### config.mk
export PLATFORM = sky130hd
export DESIGN_NAME = mac_array_ctrl
export DESIGN_NICKNAME = d
export VERILOG_FILES = /design/src/rtl/mac_ctrl_pkg.sv /design/src/rtl/mac_ctrl_cnt.sv /design/src/rtl/mac_array_ctrl.sv
export SDC_FILE = /design/constraint.sdc
export NUM_CORES = 1
export LEC_CHECK = 0
export CAP_MARGIN = 20
export CORE_ASPECT_RATIO = 1.5
export CORE_MARGIN = 2
export CORE_UTILIZATION = 52
export DETAILED_ROUTE_END_ITERATION = 10
export PLACE_DENSITY = 0.76
export SYNTH_ARGS = -nofsm -noshare
export SYNTH_HDL_FRONTEND = slang
export SYNTH_SLANG_ARGS = --single-unit
### constraint.sdc
create_clock -name i_clk -period 2.2 [get_ports i_clk]
set_clock_uncertainty 0.2 [all_clocks]
set_input_delay 0.44 -clock i_clk [delete_from_list [all_inputs] [get_ports i_clk]]
set_output_delay 0.44 -clock i_clk [all_outputs]
set_load 0.02 [all_outputs]
### src/rtl/mac_ctrl_pkg.sv
// ---------------------------------------------------------------------------
// mac_ctrl_pkg
// Shared types and constants for the mac_array sequencer.
//   state_e   : sequencer states (IDLE, LOAD, GAP, EXEC, DRAIN, DONE)
//   INST_*    : inst_w encodings understood by mac_array
// ---------------------------------------------------------------------------
package mac_ctrl_pkg;

    typedef enum logic [2:0] {
        S_IDLE  = 3'd0,
        S_LOAD  = 3'd1,
        S_GAP   = 3'd2,
        S_EXEC  = 3'd3,
        S_DRAIN = 3'd4,
        S_DONE  = 3'd5
    } state_e;

    localparam logic [1:0] INST_IDLE = 2'b00;
    localparam logic [1:0] INST_LOAD = 2'b01;
    localparam logic [1:0] INST_EXEC = 2'b10;

endpackage

### src/rtl/mac_ctrl_cnt.sv
// ---------------------------------------------------------------------------
// mac_ctrl_cnt
// Up-counter with synchronous clear, enable and saturation at all-ones.
//   i_clk, i_rst_n : clock, asynchronous active-low reset
//   i_clr          : clear to zero (wins over i_en)
//   i_en           : count up by one, holding at the maximum value
//   o_cnt          : current count
// ---------------------------------------------------------------------------
module mac_ctrl_cnt #(
    parameter int W = 8
) (
    input  logic         i_clk,
    input  logic         i_rst_n,
    input  logic         i_clr,
    input  logic         i_en,
    output logic [W-1:0] o_cnt
);

    logic [W-1:0] r_cnt;

    always_ff @(posedge i_clk or negedge i_rst_n) begin
        if (!i_rst_n)
            r_cnt <= '0;
        else if (i_clr)
            r_cnt <= '0;
        else if (i_en && (r_cnt != '1))
            r_cnt <= r_cnt + 1'b1;
    end

    assign o_cnt = r_cnt;

endmodule

### src/rtl/mac_array_ctrl.sv
// ---------------------------------------------------------------------------
// mac_array_ctrl
// Runs one mac_array tile per accepted start: ROW weight loads from L0, one
// idle gap, exec_len activation vectors, then waits for the partial sums to
// drain (counted on valid[COL-1]) or for a drain timeout.
//   i_clk, i_reset : clock, asynchronous active-low reset
//   i_start        : tile request, only looked at in IDLE
//   i_exec_len     : number of execute vectors, latched with i_start
//   i_l0_empty     : L0 has nothing to give this cycle
//   o_l0_rd        : L0 read strobe (data arrives one cycle later)
//   i_valid        : mac_array column-valid vector
//   o_inst_w       : registered instruction, lined up with the L0 data beat
//   o_busy         : not IDLE
//   o_done         : one-cycle completion pulse
//   o_err          : sticky drain timeout, cleared by the next start
// ---------------------------------------------------------------------------
module mac_array_ctrl
    import mac_ctrl_pkg::*;
#(
    parameter int ROW    = 8,
    parameter int COL    = 8,
    parameter int LEN_BW = 8,
    parameter int TO_BW  = 6
) (
    input  logic              i_clk,
    input  logic              i_reset,
    input  logic              i_start,
    input  logic [LEN_BW-1:0] i_exec_len,
    input  logic              i_l0_empty,
    output logic              o_l0_rd,
    input  logic [COL-1:0]    i_valid,
    output logic [1:0]        o_inst_w,
    output logic              o_busy,
    output logic              o_done,
    output logic              o_err
);

    localparam int TO_LIM = 2 * (ROW + COL);

    state_e            r_state;
    state_e            w_next;
    logic [LEN_BW-1:0] r_exec_len;
    logic [1:0]        r_inst_w;
    logic              r_err;

    logic [LEN_BW-1:0] w_ld_cnt;
    logic [LEN_BW-1:0] w_ex_cnt;
    logic [LEN_BW-1:0] w_vcnt;
    logic [TO_BW-1:0]  w_to_cnt;
    logic [LEN_BW:0]   w_ex_nxt;
    logic [LEN_BW:0]   w_vcnt_nxt;

    logic w_start_acc;
    logic w_rd_ld;
    logic w_rd_ex;
    logic w_beat;
    logic w_ld_last;
    logic w_ex_last;
    logic w_vc_hit;
    logic w_timeout;
    logic w_to_clr;
    logic w_unused_valid;

    // Only the last column tells us a partial sum has left the array.
    assign w_unused_valid = ^i_valid[COL-2:0];

    assign w_start_acc = (r_state == S_IDLE) && i_start;
    assign w_rd_ld     = (r_state == S_LOAD) && !i_l0_empty;
    assign w_rd_ex     = (r_state == S_EXEC) && !i_l0_empty;
    // Tail beats can already come out while we are still executing.
    assign w_beat      = i_valid[COL-1] && ((r_state == S_EXEC) || (r_state == S_DRAIN));

    // One bit wider so exec_len = 2^LEN_BW-1 compares without wrapping.
    assign w_ex_nxt    = {1'b0, w_ex_cnt} + 1'b1;
    assign w_vcnt_nxt  = {1'b0, w_vcnt} + 1'b1;

    assign w_ld_last   = w_rd_ld && (w_ld_cnt == LEN_BW'(ROW - 1));
    assign w_ex_last   = w_rd_ex && (w_ex_nxt == {1'b0, r_exec_len});

    // Finish in the cycle the last beat is seen, so done follows it directly.
    assign w_vc_hit    = (w_vcnt == r_exec_len) ||
                         (w_beat && (w_vcnt_nxt == {1'b0, r_exec_len}));
    // Fires on the TO_LIM-th consecutive beat-free DRAIN cycle; a beat in that
    // same cycle keeps it from firing.
    assign w_timeout   = (r_state == S_DRAIN) && !w_beat &&
                         (w_to_cnt == TO_BW'(TO_LIM - 1));

    assign w_to_clr    = w_beat || ((w_next == S_DRAIN) && (r_state != S_DRAIN));

    // ---------------- FSM: state register ----------------
    always_ff @(posedge i_clk or negedge i_reset) begin
        if (!i_reset)
            r_state <= S_IDLE;
        else
            r_state <= w_next;
    end

    // ---------------- FSM: next state ----------------
    always_comb begin
        w_next = r_state;
        case (r_state)
            S_IDLE:  if (i_start)   w_next = S_LOAD;
            S_LOAD:  if (w_ld_last) w_next = S_GAP;
            S_GAP:   w_next = (r_exec_len == '0) ? S_DRAIN : S_EXEC;
            S_EXEC:  if (w_ex_last) w_next = S_DRAIN;
            S_DRAIN: if (w_vc_hit || w_timeout) w_next = S_DONE;
            S_DONE:  w_next = S_IDLE;
            default: w_next = S_IDLE;
        endcase
    end

    // ---------------- FSM: outputs ----------------
    always_comb begin
        o_l0_rd = w_rd_ld || w_rd_ex;
        o_busy  = (r_state != S_IDLE);
        o_done  = (r_state == S_DONE);
    end

    // ---------------- datapath registers ----------------
    always_ff @(posedge i_clk or negedge i_reset) begin
        if (!i_reset) begin
            r_exec_len <= '0;
            r_inst_w   <= INST_IDLE;
            r_err      <= 1'b0;
        end else begin
            if (w_start_acc)
                r_exec_len <= i_exec_len;

            if (w_rd_ld)
                r_inst_w <= INST_LOAD;
            else if (w_rd_ex)
                r_inst_w <= INST_EXEC;
            else
                r_inst_w <= INST_IDLE;

            if (w_start_acc)
                r_err <= 1'b0;
            else if (w_timeout && !w_vc_hit)
                r_err <= 1'b1;
        end
    end

    assign o_inst_w = r_inst_w;
    assign o_err    = r_err;

    // ---------------- counters ----------------
    mac_ctrl_cnt #(.W(LEN_BW)) u_ld_cnt (
        .i_clk   (i_clk),
        .i_rst_n (i_reset),
        .i_clr   (w_start_acc),
        .i_en    (w_rd_ld),
        .o_cnt   (w_ld_cnt)
    );

    mac_ctrl_cnt #(.W(LEN_BW)) u_ex_cnt (
        .i_clk   (i_clk),
        .i_rst_n (i_reset),
        .i_clr   (w_start_acc),
        .i_en    (w_rd_ex),
        .o_cnt   (w_ex_cnt)
    );

    mac_ctrl_cnt #(.W(LEN_BW)) u_vcnt (
        .i_clk   (i_clk),
        .i_rst_n (i_reset),
        .i_clr   (w_start_acc),
        .i_en    (w_beat),
        .o_cnt   (w_vcnt)
    );

    mac_ctrl_cnt #(.W(TO_BW)) u_to_cnt (
        .i_clk   (i_clk),
        .i_rst_n (i_reset),
        .i_clr   (w_to_clr),
        .i_en    (r_state == S_DRAIN),
        .o_cnt   (w_to_cnt)
    );

endmodule

==> results of run 1 <==
==> area by class of cell <==
class,count,share of cell area (%)
Sequential cell,44,33.1
Clock inverter,2,1.05
Inverter,10,1.12
Tap cell,68,2.54
Timing Repair Buffer,50,12.9
Clock buffer,6,2.17
Multi-Input combinational cell,236,47.1
==> critical path, cell delays in order <==
cell	delay, ps
clkdlybuf4s50_1	490
nor3b_1	300
clkdlybuf4s15_2	310
==> cell usage after synthesis, types with 3 or more instances <==
cell / number
a21oi_1: 9
buf_2: 8
o21ai_1: 3
xor2_1: 15
or3_1: 5
and2_1: 4
and3_1: 3
nand2_1: 43
xnor2_1: 15
o31ai_1: 5
ha_1: 4
nor3_1: 17
nand3_1: 16
dfrtp_1: 44
clkbuf_1: 8
nor4_1: 7
o21ai_0: 22
nand4_1: 5
inv_1: 10
mux2i_1: 3
a31oi_1: 4
nor2_1: 19
nand3b_1: 3
==> power groups by stage <==
stage                     logic [W]  clock network (W)  registers, W
after floorplan            0.000936                  0       0.00116
after global placement      0.00127                  0       0.00125
after detailed placement    0.00131                  0       0.00125
after CTS                   0.00133           0.000625       0.00125
after global routing        0.00153           0.000660       0.00131
final                       0.00138           0.000618       0.00128
==> metrics by stage <==
step | instances | hold slack (ps)
3_3_place_gp | 406 | 230
6_report | 416 | 300
3_5_place_dp | 406 | 228
5_1_grt | 416 | 341
2_1_floorplan | 308 | -55.6
4_1_cts | 415 | 305
==> sequential cells by signal (all words and copies together), names as in the netlist <==
name,cells
u_vcnt.o_cnt,8
o_inst_w,2
u_ex_cnt.o_cnt,8
o_err,1
u_ld_cnt.o_cnt,8
r_exec_len,8
u_to_cnt.o_cnt,6
r_state,3
==> path summary, 6_finish.rpt <==
path,startpoint,to,slack [ps]
min,o_err$_DFFE_PN0P_,o_err$_DFFE_PN0P_,300
max reg2reg,u_vcnt.o_cnt[0]$_DFFE_PN0P_,r_state[0]$_DFF_PN0_,60
max in group asynchronous,i_reset,u_ex_cnt.o_cnt[2]$_DFFE_PN0P_,850
min in group asynchronous,i_reset,u_to_cnt.o_cnt[2]$_DFFE_PN0P_,430
min reg2reg,o_err$_DFFE_PN0P_,o_err$_DFFE_PN0P_,300
max,i_l0_empty,o_l0_rd,20
==> metal layers <==
layer	track usage [%]	part of all wire (%)
met5	0	0
met4	14.8	4.5
met3	3.65	2.6
met2	41.5	53
met1	25.6	40
==> cell families after synthesis <==
group	count (synthesis)	synth area share, %
buffers and inverters	28	4.67
multiplexers	3	1.11
XOR/XNOR	30	9.71
adder cells (fa/ha/maj)	4	1.85
AND/OR/NAND/NOR	139	26.9
AO/OA/AOI/OAI	60	15.1
flip-flops	44	40.7
==> repair_timing <==
| item | CTS | global route |
|---|---|---|
| hold buffers | 1 | 0 |
| gates cloned | 0 | 0 |
| hold endpoints to repair | 19 | 0 |
| pin swaps | 0 | 4 |
| setup buffers | 0 | 1 |
| endpoints found under the setup margin | 12 | 10 |
| gates resized for setup | 11 | 13 |
==> flow_summary.json, run 1 <==
{
  "max_freq_mhz": 459,
  "yosys.area.top_type_share_pct": 40.7,
  "synth_cell_type_count": 52,
  "r2r_cells": 6,
  "placed_area_um2": 3140,
  "dr.first_iter.drc_count": 155,
  "wl_per_cell_um": 15.7,
  "cts_buffer_depth": 2,
  "async_reset_ff_share_pct": 100,
  "hp-class": "reg -> reg",
  "synth_area_per_cell_um2": 8.78,
  "status": "finished clean",
  "setup_viol": 0,
  "synth_area_leaders": "dfrtp_1 41%, nand2_1 6.0%, xnor2_1 4.9%, xor2_1 4.9%, o21ai_0 4.1%",
  "grt_pass1_vias": 2369,
  "drive_above_1_share_pct": 18.4,
  "pre_cts_slack_ps": -307,
  "grt_usage_pct": 23.4,
  "ir_drop_v": 0.000638,
  "power_switching_w": 0.00131,
  "post-route-util_pct": 65.8,
  "root_buffer": "clkbuf_8",
  "pwr-share-clk_pct": 18.8,
  "vias": 2395,
  "endpoint_kind": "primary output",
  "synth_area_um2": 2710,
  "min_period_over_period_pct": 99.1,
  "fin_area_um2": 3350,
  "combPwrFrac_pct": 42.2,
  "seqCellArea_um2": 1110,
  "timing.slew.headroom_pct": 58.6,
  "syn-num-nets": 332,
  "start_kind": "primary input",
  "wl_um": 6520,
  "worst_pin_slew_ps": 615,
  "dr.pass1.iters": 4,
  "clock_sinks": 44,
  "rsz0062_at_grt": "yes",
  "h-tree-depth": 2,
  "nNetsFinal": 371,
  "synth_area_leader_cell": "dfrtp_1",
  "crit_type": "in -> out",
  "final.setup.tns_ps": 0,
  "synth-seq-cells": 44,
  "cts_buffers": 5,
  "grt_max_degree": 26,
  "clk_latency_ps": 300,
  "drc": 0,
  "cp_max_fo": 3,
  "p_int_w": 0.00197,
  "yosysWarnings": 0,
  "initial_core_util_pct": 53.2,
  "synth-main-ff-cell": "dfrtp_1",
  "finalHoldViolCount": 0,
  "gp_congestion": 0.902,
  "core_area_um2": 5080,
  "port_buffers": 18,
  "grt_antenna_before_repair": 0,
  "netSwitchingFraction_pct": 40.0,
  "die_y_um": 92.3,
  "seq_power_share_pct": 39.0,
  "final_cell_mix": "43 x nand2_1, 39 x dfrtp_1, 29 x buf_4",
  "whs_path_depth": 2,
  "layout_commonest_cell": "nand2_1",
  "cts_tree": "yes",
  "multi_input_area_um2": 1580,
  "setup_ws_ps": 20.4,
  "die_x_um": 62.9,
  "rows": 32,
  "dieArea_um2": 5810,
  "power_density_nw_per_um2": 980,
  "routed_via_density": 5.76,
  "route.antenna.remaining_nets": 0,
  "drv_cap": 0,
  "synth-edff-count": 0,
  "critPathRequiredTime_ps": 1560,
  "syn2layout_area_growth_pct": 23.7,
  "hpwl_um": 4830,
  "antennaDiodeCount": 0,
  "ys_seq_area_share_pct": 40.7,
  "power_w": 0.00328,
  "slew_viol_final": 0,
  "syn-instance-count": 308,
  "gr-total-overflow": 0,
  "n_fill_cell": 429,
  "grt_first_pass_wirelength_um": 10700,
  "leakage_nw": 1.41,
  "clkTransAtPathRegs_ps": 80,
  "worstPathArrival_ps": 1540,
  "min_period_ps": 2180,
  "io_pins": 26
}
Note: power is estimated with default switching activity, not from simulation.
==> run 2: changes to the inputs <==
- CORE_UTILIZATION: 52 -> 55
- DONT_BUFFER_PORTS: default -> 1
- PLACE_DENSITY: 0.76 -> 0.73
==> flow_summary.json, run 2 (synthesized netlist as in run 1, its figures left out) <==
{
  "status": "finished clean",
  "clk_latency_ps": 300,
  "grt_use_met1_pct": 28.0,
  "cp_max_fo": 5,
  "min_period_over_period_pct": 97.1,
  "rr_startpoint": "u_ex_cnt.o_cnt[1]$_DFFE_PN0P_",
  "route.antenna.remaining_nets": 0,
  "leakage_nw": 1.35,
  "final.setup.tns_ps": 0,
  "power_density_nw_per_um2": 1020,
  "cp_slowest_cell": "dfrtp_1",
  "pre_cts_slack_ps": -34.1,
  "crit_chain": "buf_4 > and3_1 > buf_6 > nor3b_4 > a31oi_2 > a2111oi_4 > buf_2 > nor3_1",
  "setup_viol": 0,
  "finalHoldViolCount": 0,
  "die_y_um": 89.9,
  "antennaDiodeCount": 0,
  "grtUsageMet3_pct": 4.03,
  "grt_max_degree": 45,
  "root_buffer": "clkbuf_8",
  "power_w": 0.00326,
  "worstHoldStart": "i_exec_len[0]",
  "wl_per_cell_um": 15.7,
  "grtUsageMet2_pct": 43.7,
  "ir_drop_v": 0.000663,
  "drc": 0,
  "placed_area_um2": 2940,
  "drive_above_1_share_pct": 19.4,
  "h-tree-depth": 2,
  "dr.pass1.iters": 4,
  "clkTransAtPathRegs_ps": 80,
  "core_area_um2": 4770,
  "drv_cap": 0,
  "grt-busiest-layer": "met2",
  "r2r_cells": 8,
  "rsz0062_at_grt": "no",
  "die_x_um": 61.3,
  "dr.first_iter.drc_count": 111,
  "gp_congestion": 0.875,
  "cts_tree": "yes",
  "fin_area_um2": 3190,
  "crit_path_max_incr_delay_ps": 420,
  "max_freq_mhz": 468,
  "grt_usage_pct": 24.7,
  "r2r_slack_ps": 60,
  "worst_pin_slew_ps": 481,
  "vias": 2297,
  "nNetsFinal": 353,
  "endpoint_kind": "register",
  "whs_path_depth": 2,
  "setup_ws_ps": 64.4,
  "worst-path-buf-inv": 3,
  "crit_type": "reg -> reg",
  "wl_um": 6210,
  "dieArea_um2": 5510,
  "hpwl_um": 4490,
  "timing.slew.headroom_pct": 67.6,
  "initial_core_util_pct": 56.7,
  "cts_buffer_depth": 2,
  "regToRegEndpoint": "u_to_cnt.o_cnt[0]$_DFFE_PN0P_",
  "grt_antenna_before_repair": 0,
  "critPathRequiredTime_ps": 2180,
  "grt_first_pass_wirelength_um": 10400,
  "syn2layout_area_growth_pct": 17.9,
  "min_period_ps": 2140,
  "final_cell_mix": "43 x nand2_1, 40 x dfrtp_1, 27 x buf_4",
  "io_pins": 26,
  "critPathTopFamily": "buffers and inverters",
  "slew_viol_final": 0,
  "start_kind": "register",
  "gr-total-overflow": 0,
  "rows": 31,
  "worstPathArrival_ps": 2120,
  "hp-class": "in -> reg",
  "layout_commonest_cell": "nand2_1",
  "routed_via_density": 5.80,
  "port_buffers": 0,
  "cts_buffers": 5,
  "clock_sinks": 44,
  "min_to": "r_exec_len[0]$_DFFE_PN0P_",
  "post-route-util_pct": 66.9,
  "grt_pass1_vias": 2321
}
run 2: cell count changes in the layout (fill, tap and decap cells not counted), moves of 2 or more:
cell | previous run | this run
clkdlybuf4s50_1 | 14 | 0
o21ai_1 | 5 | 3
clkbuf_8 | 5 | 7
dlygate4sd2_1 | 2 | 0
buf_4 | 29 | 27
run 2: worst max path at each step:
| stage | start | end | slack, ps | cells after the start |
|---|---|---|---|---|
| after floorplan | u_ex_cnt.o_cnt[0]$_DFFE_PN0P_ | r_state[2]$_DFF_PN0_ | 20 | 7 |
| after global placement | u_ex_cnt.o_cnt[1]$_DFFE_PN0P_ | r_state[0]$_DFF_PN0_ | -20 | 7 |
| after detailed placement | u_ex_cnt.o_cnt[1]$_DFFE_PN0P_ | r_state[0]$_DFF_PN0_ | -30 | 7 |
| after CTS | u_ex_cnt.o_cnt[1]$_DFFE_PN0P_ | r_state[1]$_DFF_PN0_ | 20 | 7 |
| after global routing | u_ex_cnt.o_cnt[1]$_DFFE_PN0P_ | u_to_cnt.o_cnt[0]$_DFFE_PN0P_ | 6 | 8 |
| final | u_ex_cnt.o_cnt[1]$_DFFE_PN0P_ | u_to_cnt.o_cnt[0]$_DFFE_PN0P_ | 60 | 8 |
run 2: timing repair:
| item | CTS | global route |
|---|---|---|
| gates resized for setup | 2 | 16 |
| buffers inserted | 0 | 0 |
| hold endpoints to repair | 44 | 0 |
| pin swaps | 0 | 1 |
| hold buffers | 2 | 0 |
| gates cloned | 0 | 1 |
| setup endpoints to repair | 9 | 12 |
run 2: layout make-up:
| cell class | instances | area (µm²) |
|---|---|---|
| clock buffer | 7 | 96.3 |
| clock inverter | 1 | 30.0 |
| fill | 413 | 1580 |
| inverter | 10 | 37.5 |
| multi-input combinational | 236 | 1570 |
| sequential | 44 | 1110 |
| tap | 66 | 82.6 |
| timing repair buffer | 32 | 268 |
run 2: metal layers:
metal | part of all wire [%] | wire (µm)
met2 | 54 | 3350
met5 | 0 | 0
met3 | 3.1 | 191
met1 | 40 | 2490
met4 | 2.9 | 179
run 2: metrics by stage:
step	hold slack, ps	std cells
2_1_floorplan	-55.6	308
3_3_place_gp	-54.6	385
3_5_place_dp	-54.6	385
4_1_cts	34.8	395
5_1_grt	43.4	396
6_report	41.2	396
run 2: where the power goes:
group | total [W] | switching, W | internal, W
Sequential | 0.00128 | 0.000293 | 0.000986
Clock | 0.000669 | 0.000268 | 0.000401
Combinational | 0.00131 | 0.000691 | 0.000621
Total | 0.00326 | 0.00125 | 0.00201
